## src/rtl/param_updown_counter_pkg.sv

```systemverilog
// Shared constants for the parameterised up/down counter: mode and direction encodings.
package param_updown_counter_pkg;

  localparam logic MODE_WRAP = 1'b0;
  localparam logic MODE_SAT  = 1'b1;

  localparam logic DIR_DOWN  = 1'b0;
  localparam logic DIR_UP    = 1'b1;

endpackage

```

## src/rtl/param_updown_counter_sticky_flag.sv

```systemverilog
// Set-dominant sticky flag with synchronous active-low reset and explicit clear.
module sticky_flag (
  input  logic clk,
  input  logic i_rst_n,
  input  logic i_set,
  input  logic i_clr,
  output logic o_q
);

  logic r_q;

  always_ff @(posedge clk) begin
    if (!i_rst_n) begin
      r_q <= 1'b0;
    end else if (i_set) begin
      r_q <= 1'b1;
    end else if (i_clr) begin
      r_q <= 1'b0;
    end
  end

  assign o_q = r_q;

endmodule

```

## src/rtl/param_updown_counter.sv

```systemverilog
// Loadable up/down counter with variable step, wrap or saturate bounds,
// registered terminal-count outputs and sticky overflow/underflow flags.
module param_updown_counter
  import param_updown_counter_pkg::*;
#(
  parameter int          WIDTH   = 8,
  parameter int          STEP_W  = 4,
  parameter int unsigned RST_VAL = 0
) (
  input  logic              clk,
  input  logic              clear,
  input  logic [WIDTH-1:0]  d,
  input  logic              load,
  input  logic              en,
  input  logic              up_down,
  input  logic [STEP_W-1:0] step,
  input  logic              sat_mode,
  input  logic              flag_clr,
  output logic [WIDTH-1:0]  qd,
  output logic              tc_max,
  output logic              tc_min,
  output logic              ovf,
  output logic              unf
);

  if (WIDTH < 2 || WIDTH > 32) begin : g_bad_width
    $error("param_updown_counter: WIDTH must be in 2..32");
  end
  if (STEP_W < 1 || STEP_W > WIDTH) begin : g_bad_step_w
    $error("param_updown_counter: STEP_W must be in 1..WIDTH");
  end
  if ({32'd0, RST_VAL} >= (64'd1 << WIDTH)) begin : g_bad_rst_val
    $error("param_updown_counter: RST_VAL does not fit in WIDTH bits");
  end

  localparam logic [WIDTH-1:0] RST_Q    = RST_VAL[WIDTH-1:0];
  localparam logic [WIDTH-1:0] ALL_ONES = '1;

  logic [WIDTH-1:0] r_qd;
  logic             r_tc_max;
  logic             r_tc_min;

  logic [WIDTH:0]   w_step_ext;
  logic [WIDTH:0]   w_sum;
  logic [WIDTH:0]   w_diff;
  logic [WIDTH-1:0] w_next;
  logic             w_set_ovf;
  logic             w_set_unf;

  assign w_step_ext = {{(WIDTH + 1 - STEP_W){1'b0}}, step};
  assign w_sum      = {1'b0, r_qd} + w_step_ext;
  assign w_diff     = {1'b0, r_qd} - w_step_ext;

  // The extra MSB of sum/diff is the carry/borrow; it alone marks a bound crossing,
  // so landing exactly on a bound never raises a flag.
  always_comb begin
    w_next    = r_qd;
    w_set_ovf = 1'b0;
    w_set_unf = 1'b0;
    if (load) begin
      w_next = d;
    end else if (en) begin
      if (up_down == DIR_UP) begin
        w_next    = (w_sum[WIDTH] && sat_mode == MODE_SAT) ? ALL_ONES : w_sum[WIDTH-1:0];
        w_set_ovf = w_sum[WIDTH];
      end else begin
        w_next    = (w_diff[WIDTH] && sat_mode == MODE_SAT) ? '0 : w_diff[WIDTH-1:0];
        w_set_unf = w_diff[WIDTH];
      end
    end
  end

  always_ff @(posedge clk) begin
    if (!clear) begin
      r_qd     <= RST_Q;
      r_tc_max <= (RST_Q == ALL_ONES);
      r_tc_min <= (RST_Q == '0);
    end else begin
      r_qd     <= w_next;
      r_tc_max <= &w_next;
      r_tc_min <= ~|w_next;
    end
  end

  sticky_flag u_ovf (
    .clk     (clk),
    .i_rst_n (clear),
    .i_set   (w_set_ovf),
    .i_clr   (flag_clr),
    .o_q     (ovf)
  );

  sticky_flag u_unf (
    .clk     (clk),
    .i_rst_n (clear),
    .i_set   (w_set_unf),
    .i_clr   (flag_clr),
    .o_q     (unf)
  );

  assign qd     = r_qd;
  assign tc_max = r_tc_max;
  assign tc_min = r_tc_min;

endmodule
```

## config.mk

```make
export PLATFORM = sky130hd
export DESIGN_NAME = param_updown_counter
export DESIGN_NICKNAME = d
export VERILOG_FILES = /design/src/rtl/param_updown_counter_pkg.sv /design/src/rtl/param_updown_counter_sticky_flag.sv /design/src/rtl/param_updown_counter.sv
export SDC_FILE = /design/constraint.sdc
export NUM_CORES = 1
export LEC_CHECK = 0
export ABC_AREA = 1
export ABC_CLOCK_PERIOD_IN_PS = 2000
export CAP_MARGIN = 5
export CORE_MARGIN = 4
export CORE_UTILIZATION = 46
export DETAILED_ROUTE_END_ITERATION = 7
export HOLD_SLACK_MARGIN = 0.15
export PLACE_DENSITY = 0.77
export SYNTH_ARGS = -nofsm -noshare
export SYNTH_HDL_FRONTEND = slang
export SYNTH_SLANG_ARGS = --single-unit
```

## constraint.sdc

```tcl
create_clock -name clk -period 2 [get_ports clk]
set_input_delay 0.4 -clock clk [delete_from_list [all_inputs] [get_ports clk]]
set_output_delay 0.4 -clock clk [all_outputs]
set_load 0.005 [all_outputs]
```

Yosys cells after proc, flatten, opt, wreduce, memory -nomap -nowiden
Index checks and enable logic that the tools add are counted.

Bits in registers: 12. Output and inout port bits: 12.

Add/sub/neg operators: 2. Muxes and demuxes: 14. Reduce and logical (&&, ||, !) cells: 7.

Operator list (count): $mux 8 (5); $add 8x4->9 (1); $mux 1 (9); $sub 8x4->9 (1); $reduce_and 8->1 (1); $reduce_or 8->1 (1); $reduce_bool 2->1 (2); $logic_and 1x1->1 (2); $logic_not 1->1 (1).

Logic depth before layout (Yosys ltp)
Word-level depth: 8. Gate-level depth with buffers: 17.

Hierarchy
From an unflattened synthesis, not the netlist that was laid out.

Cells, all modules: 221. Area, all modules: 1328.8 um^2.

Modules (own cells, without submodules): param_updown_counter (instances 1, cells an instance 209, area an instance 1241.2 um^2, seq. area each 200.2 um^2); sticky_flag (instances 2, cells an instance 6, area an instance 43.8 um^2, seq. area each 20.0 um^2).

Worst setup path before layout
Ideal clock, no wire load.

Kind: input -> register. From: input port step[0]. To: register r_tc_min (netlist: tc_min). Library setup time: 0.058 ns. Data arrival time: 1.858 ns. Data required time: 1.942 ns. Setup slack: 0.084 ns. Stages on the path: 16. Cell sequence: ha_1 > inv_1 > fa_1 > inv_1 > nor2_2 > nor2_4 > nand3_2 > nand2_1 > inv_2 > nand2_1 > nand3_1 > nand2_1 > nand2_1 > nor2_1 > nand3_1 > nand2_1.

Longest elaborated chain between the ends: 8. Elaborated cells on any way between the ends: 11. Classes of those cells: 2 x add/sub; 5 x mux; 4 x reduce/logical.

RTL lines: start, declared (line param_updown_counter.sv:16) `input logic [STEP_W-1:0] step,`; $sub 8x4->9 or $add 8x4->9 (tied branches) (line param_updown_counter.sv:52, param_updown_counter.sv:51); $logic_and 1x1->1, on equally long branches (line param_updown_counter.sv:67, param_updown_counter.sv:64); $mux 8, on equally long branches (line param_updown_counter.sv:67, param_updown_counter.sv:64); $mux 8 (*) (line param_updown_counter.sv:63) `if (up_down == DIR_UP) begin`; $mux 8 (*) (line param_updown_counter.sv:62) `end else if (en) begin`; $mux 8 (*) (line param_updown_counter.sv:60) `if (load) begin`; $reduce_or 8->1 (*) (line param_updown_counter.sv:81) `r_tc_min <= ~|w_next;`; $logic_not 1->1 (*) (line param_updown_counter.sv:81); end signal, assigned (line param_updown_counter.sv:77) `r_tc_min <= (RST_Q == '0);`; end signal, assigned (line param_updown_counter.sv:81); end, declared (line param_updown_counter.sv:41) `logic r_tc_min;`.

Mark *: on every way between the ends. The rest lies on a longest branch, timed or not. A chain may end at the register's enable or synchronous reset.

Worst setup path after layout
From: register r_qd[0] (netlist: qd[0]). To: register r_tc_max (netlist: tc_max).

Longest elaborated chain between the ends: 7. Elaborated cells on any way between the ends: 10. Classes of those cells: 2 x add/sub; 5 x mux; 3 x reduce/logical.

RTL lines: start, declared (line param_updown_counter.sv:39) `logic [WIDTH-1:0] r_qd;`; start signal, assigned (line param_updown_counter.sv:79) `r_qd <= w_next;`; $sub 8x4->9 or $add 8x4->9 (tied branches) (line param_updown_counter.sv:52, param_updown_counter.sv:51); $logic_and 1x1->1, on equally long branches (line param_updown_counter.sv:67, param_updown_counter.sv:64); $mux 8, on equally long branches (line param_updown_counter.sv:67, param_updown_counter.sv:64); $mux 8 (line param_updown_counter.sv:63); $mux 8 (*) (line param_updown_counter.sv:62); $mux 8 (*) (line param_updown_counter.sv:60); $reduce_and 8->1 (*) (line param_updown_counter.sv:80) `r_tc_max <= &w_next;`; end signal, assigned (line param_updown_counter.sv:76) `r_tc_max <= (RST_Q == ALL_ONES);`; end signal, assigned (line param_updown_counter.sv:80); end, declared (line param_updown_counter.sv:40) `logic r_tc_max;`.

Marked as above.

==> flow_summary.yaml <==
timing:
  worst_pin_slew_ps: 370
  slew-limit-headroom_pct: 75.3
  fin_crit_ps: 2030
  whs_ps: 465
  fin_worst_skew_ps: 2.53
  finalWorstSetupSlack_ps: -27.2
  finalSetupViolCount: 2
  setup-tns-final_ps: -32.5
  final-max-slew-violation-count: 0
  finalCritPeriodShare_pct: 101
  finalHoldViolations: 0
  fmax_mhz: 493
  rsz0062_at_grt: "yes"
drt:
  routed-wl-met2_um: 2170
  drt_pass1_iterations: 5
  antenna_left: 0
  vias: 1649
  routed_wl_um: 4290
  dr.max_layer_used: "met4"
  drc: 0
  drt_first_iter_violations: 93
  wl_per_cell_um: 13.3
  wl_met3_um: 234
  met1_length_um: 1830
  via_per_inst: 5.12
cells_and_area:
  antenna_cells: 0
  final_cells: 322
  syn2layout_area_growth_pct: 52.5
  area.sequential_um2: 243
  mostFrequentLayoutCells: "nand2_1 (61), buf_4 (33), clkdlybuf4s50_1 (26)"
  fill_cells: 221
  drive_gt1_share_pct: 37.1
  nNetsFinal: 321
  multiInputGateArea_mm2: 0.00112
  final_common_cell: "nand2_1"
logic_synthesis:
  synth_largest_area_cell: "nand2_1"
  synth_nets: 257
  yosysWarnings: 0
  yosysTopAreaCellShare_pct: 18.8
  syn-cell-area_mm2: 0.00140
  synth.avg_cell_area_um2: 6.14
  synthTopCellsByArea: "nand2_1 (19%), dfxtp_1 (17%), nand3_1 (9.3%)"
  synth_cell_types: 27
  syn-instance-count: 228
  yosys_register_bits: 12
  ys_seq_area_share_pct: 17.2
setup_path:
  timing.rr.end: "tc_max$_SDFF_PN0_"
  crit_required_ps: 2190
  cp_slowest_stage_delay_ps: 340
  critPathKind: "reg -> reg"
  critPathLaunchType: "register"
  crit-reg2reg-launch: "qd[0]$_SDFF_PN0_"
  cp_max_fo: 5
  path_cells: "inv_2 > ha_4 > inv_2 > fa_2 > inv_2 > nor2_2 > nor2_4 > nand3_4 > nand2_1 > inv_1 > nand3_1 > nand3_2 > nand2_2 > buf_4 > nor2_4 > nand3_1 > nor2_2"
  worst-r2r-setup-slack_ps: -30
  cp_common_cell: "inv_2"
  reg2reg_depth: 17
  setup.worst_path.end_class: "register"
  critPathSlowestCell: "dfxtp_2"
  critPathArrivalTime_ps: 2210
run:
  cap_violations: 0
clock_network:
  path_clk_slew_ps: 80
  clock_sinks: 12
  cts_buffer_depth: 2
  numCtsBuffers: 3
  cts_tree: "yes"
  insertion_delay_ps: 280
  cts_max_level: 1
  root_buffer: "clkbuf_4"
placed_design:
  pre_cts_ws_ps: -749
  port_buffers: 30
  dp.cells: 312
  finalWeightedCongestion: 0.973
  hpwlAfterDp_um: 3290
floorplanning:
  initial_core_util_pct: 49.5
  die_h_um: 63.2
  dieWidth_um: 63.2
  coreArea_mm2: 0.00283
  die-area_mm2: 0.00399
  rows: 19
  io_pins: 31
grt:
  grt_pass1_wl_um: 7090
  grt_pass1_vias: 1575
  antenna_found_initial: 0
  grt_usage_pct: 21.9
  grt-ovfl-total: 0
  grt_max_degree: 11
power:
  power_uw: 1040
  cellLeakagePower_uw: 0.00107
  ir_worst_vdd_uv: 389
  cellPowerDensity_mw_per_mm2: 485
min_path:
  hold_path.class: "reg -> reg"
  hold_start: "u_unf.o_q$_SDFFE_PN0P_"
  hold_depth: 2
  whs_endpoint: "u_unf.o_q$_SDFFE_PN0P_"
run_status:
  status: "complete, but fails checks"
  violations: "setup timing"
==> sequential cells by signal (all words and copies together), names as in the netlist <==
register   flops
tc_min         1
qd             8
u_ovf.o_q      1
tc_max         1
u_unf.o_q      1
==> Yosys cell counts (all sizes together) <==
cell type,number
o21bai,1
nand4,4
clkbuf,1
buf,4
xor2,1
or2,5
nor2,28
nand3,31
clkinv,1
dfxtp,12
nand2,80
nor3,2
ha,8
fa,2
a21oi,13
o21ai,2
inv,33
==> critical path: cells and delay by family, from the launching register on <==
family	cells	cell delay (ps)
flip-flops	1	340
buffers and inverters	5	340
AND/OR/NAND/NOR	10	770
adder cells (fa/ha/maj)	2	460
==> metal layers <==
layer  GRT usage [%]  vias to the layer above
met5               0                        -
met3            1.78                        7
met1            27.7                      747
met4            5.39                        0
met2            39.8                       57
li1                -                      838
==> logic make-up after synthesis <==
kind of cell | synth area share (%)
XOR/XNOR | 0.626
buffers and inverters | 12.4
flip-flops | 17.2
AND/OR/NAND/NOR | 52.5
AO/OA/AOI/OAI | 7.24
adder cells (fa/ha/maj) | 10.0
==> power breakdown <==
group / switching, µW / internal, µW
combinational: 292 / 265
clock: 86.8 / 111
sequential: 25.3 / 255
==> per-stage QoR <==
stage	util [%]	area [µm²]
after floorplan	-	1400
after global placement	67.4	1910
after detailed placement	67.4	1910
after CTS	73.1	2070
after global routing	75.5	2130
final	75.5	2130
==> worst max path at each step <==
stage,startpoint,to,slack (ps)
after floorplan,step[0],tc_min$_SDFF_PN1_,80
after global placement,step[0],tc_min$_SDFF_PN1_,-690
after detailed placement,step[0],tc_min$_SDFF_PN1_,-750
after CTS,qd[0]$_SDFF_PN0_,tc_min$_SDFF_PN1_,-100
after global routing,qd[0]$_SDFF_PN0_,tc_min$_SDFF_PN1_,-130
final,qd[0]$_SDFF_PN0_,tc_max$_SDFF_PN0_,-30
==> what timing repair did <==
| item | 4_1_cts | 5_1_grt |
|---|---|---|
| buffers inserted | 4 | 2 |
| pin swaps | 20 | 20 |
| endpoints found under the setup margin | 10 | 9 |
| gates resized for setup | 33 | 17 |
| hold buffers | 0 | 0 |
==> cell type report <==
| type | count | share of cell area [%] |
|---|---|---|
| inverter | 34 | 6.45 |
| clock buffer | 4 | 1.70 |
| multi-input combinational | 177 | 52.7 |
| sequential | 12 | 11.4 |
| timing repair buffer | 64 | 26.0 |
| tap | 31 | 1.82 |
Note: power is estimated with default switching activity, not from simulation.
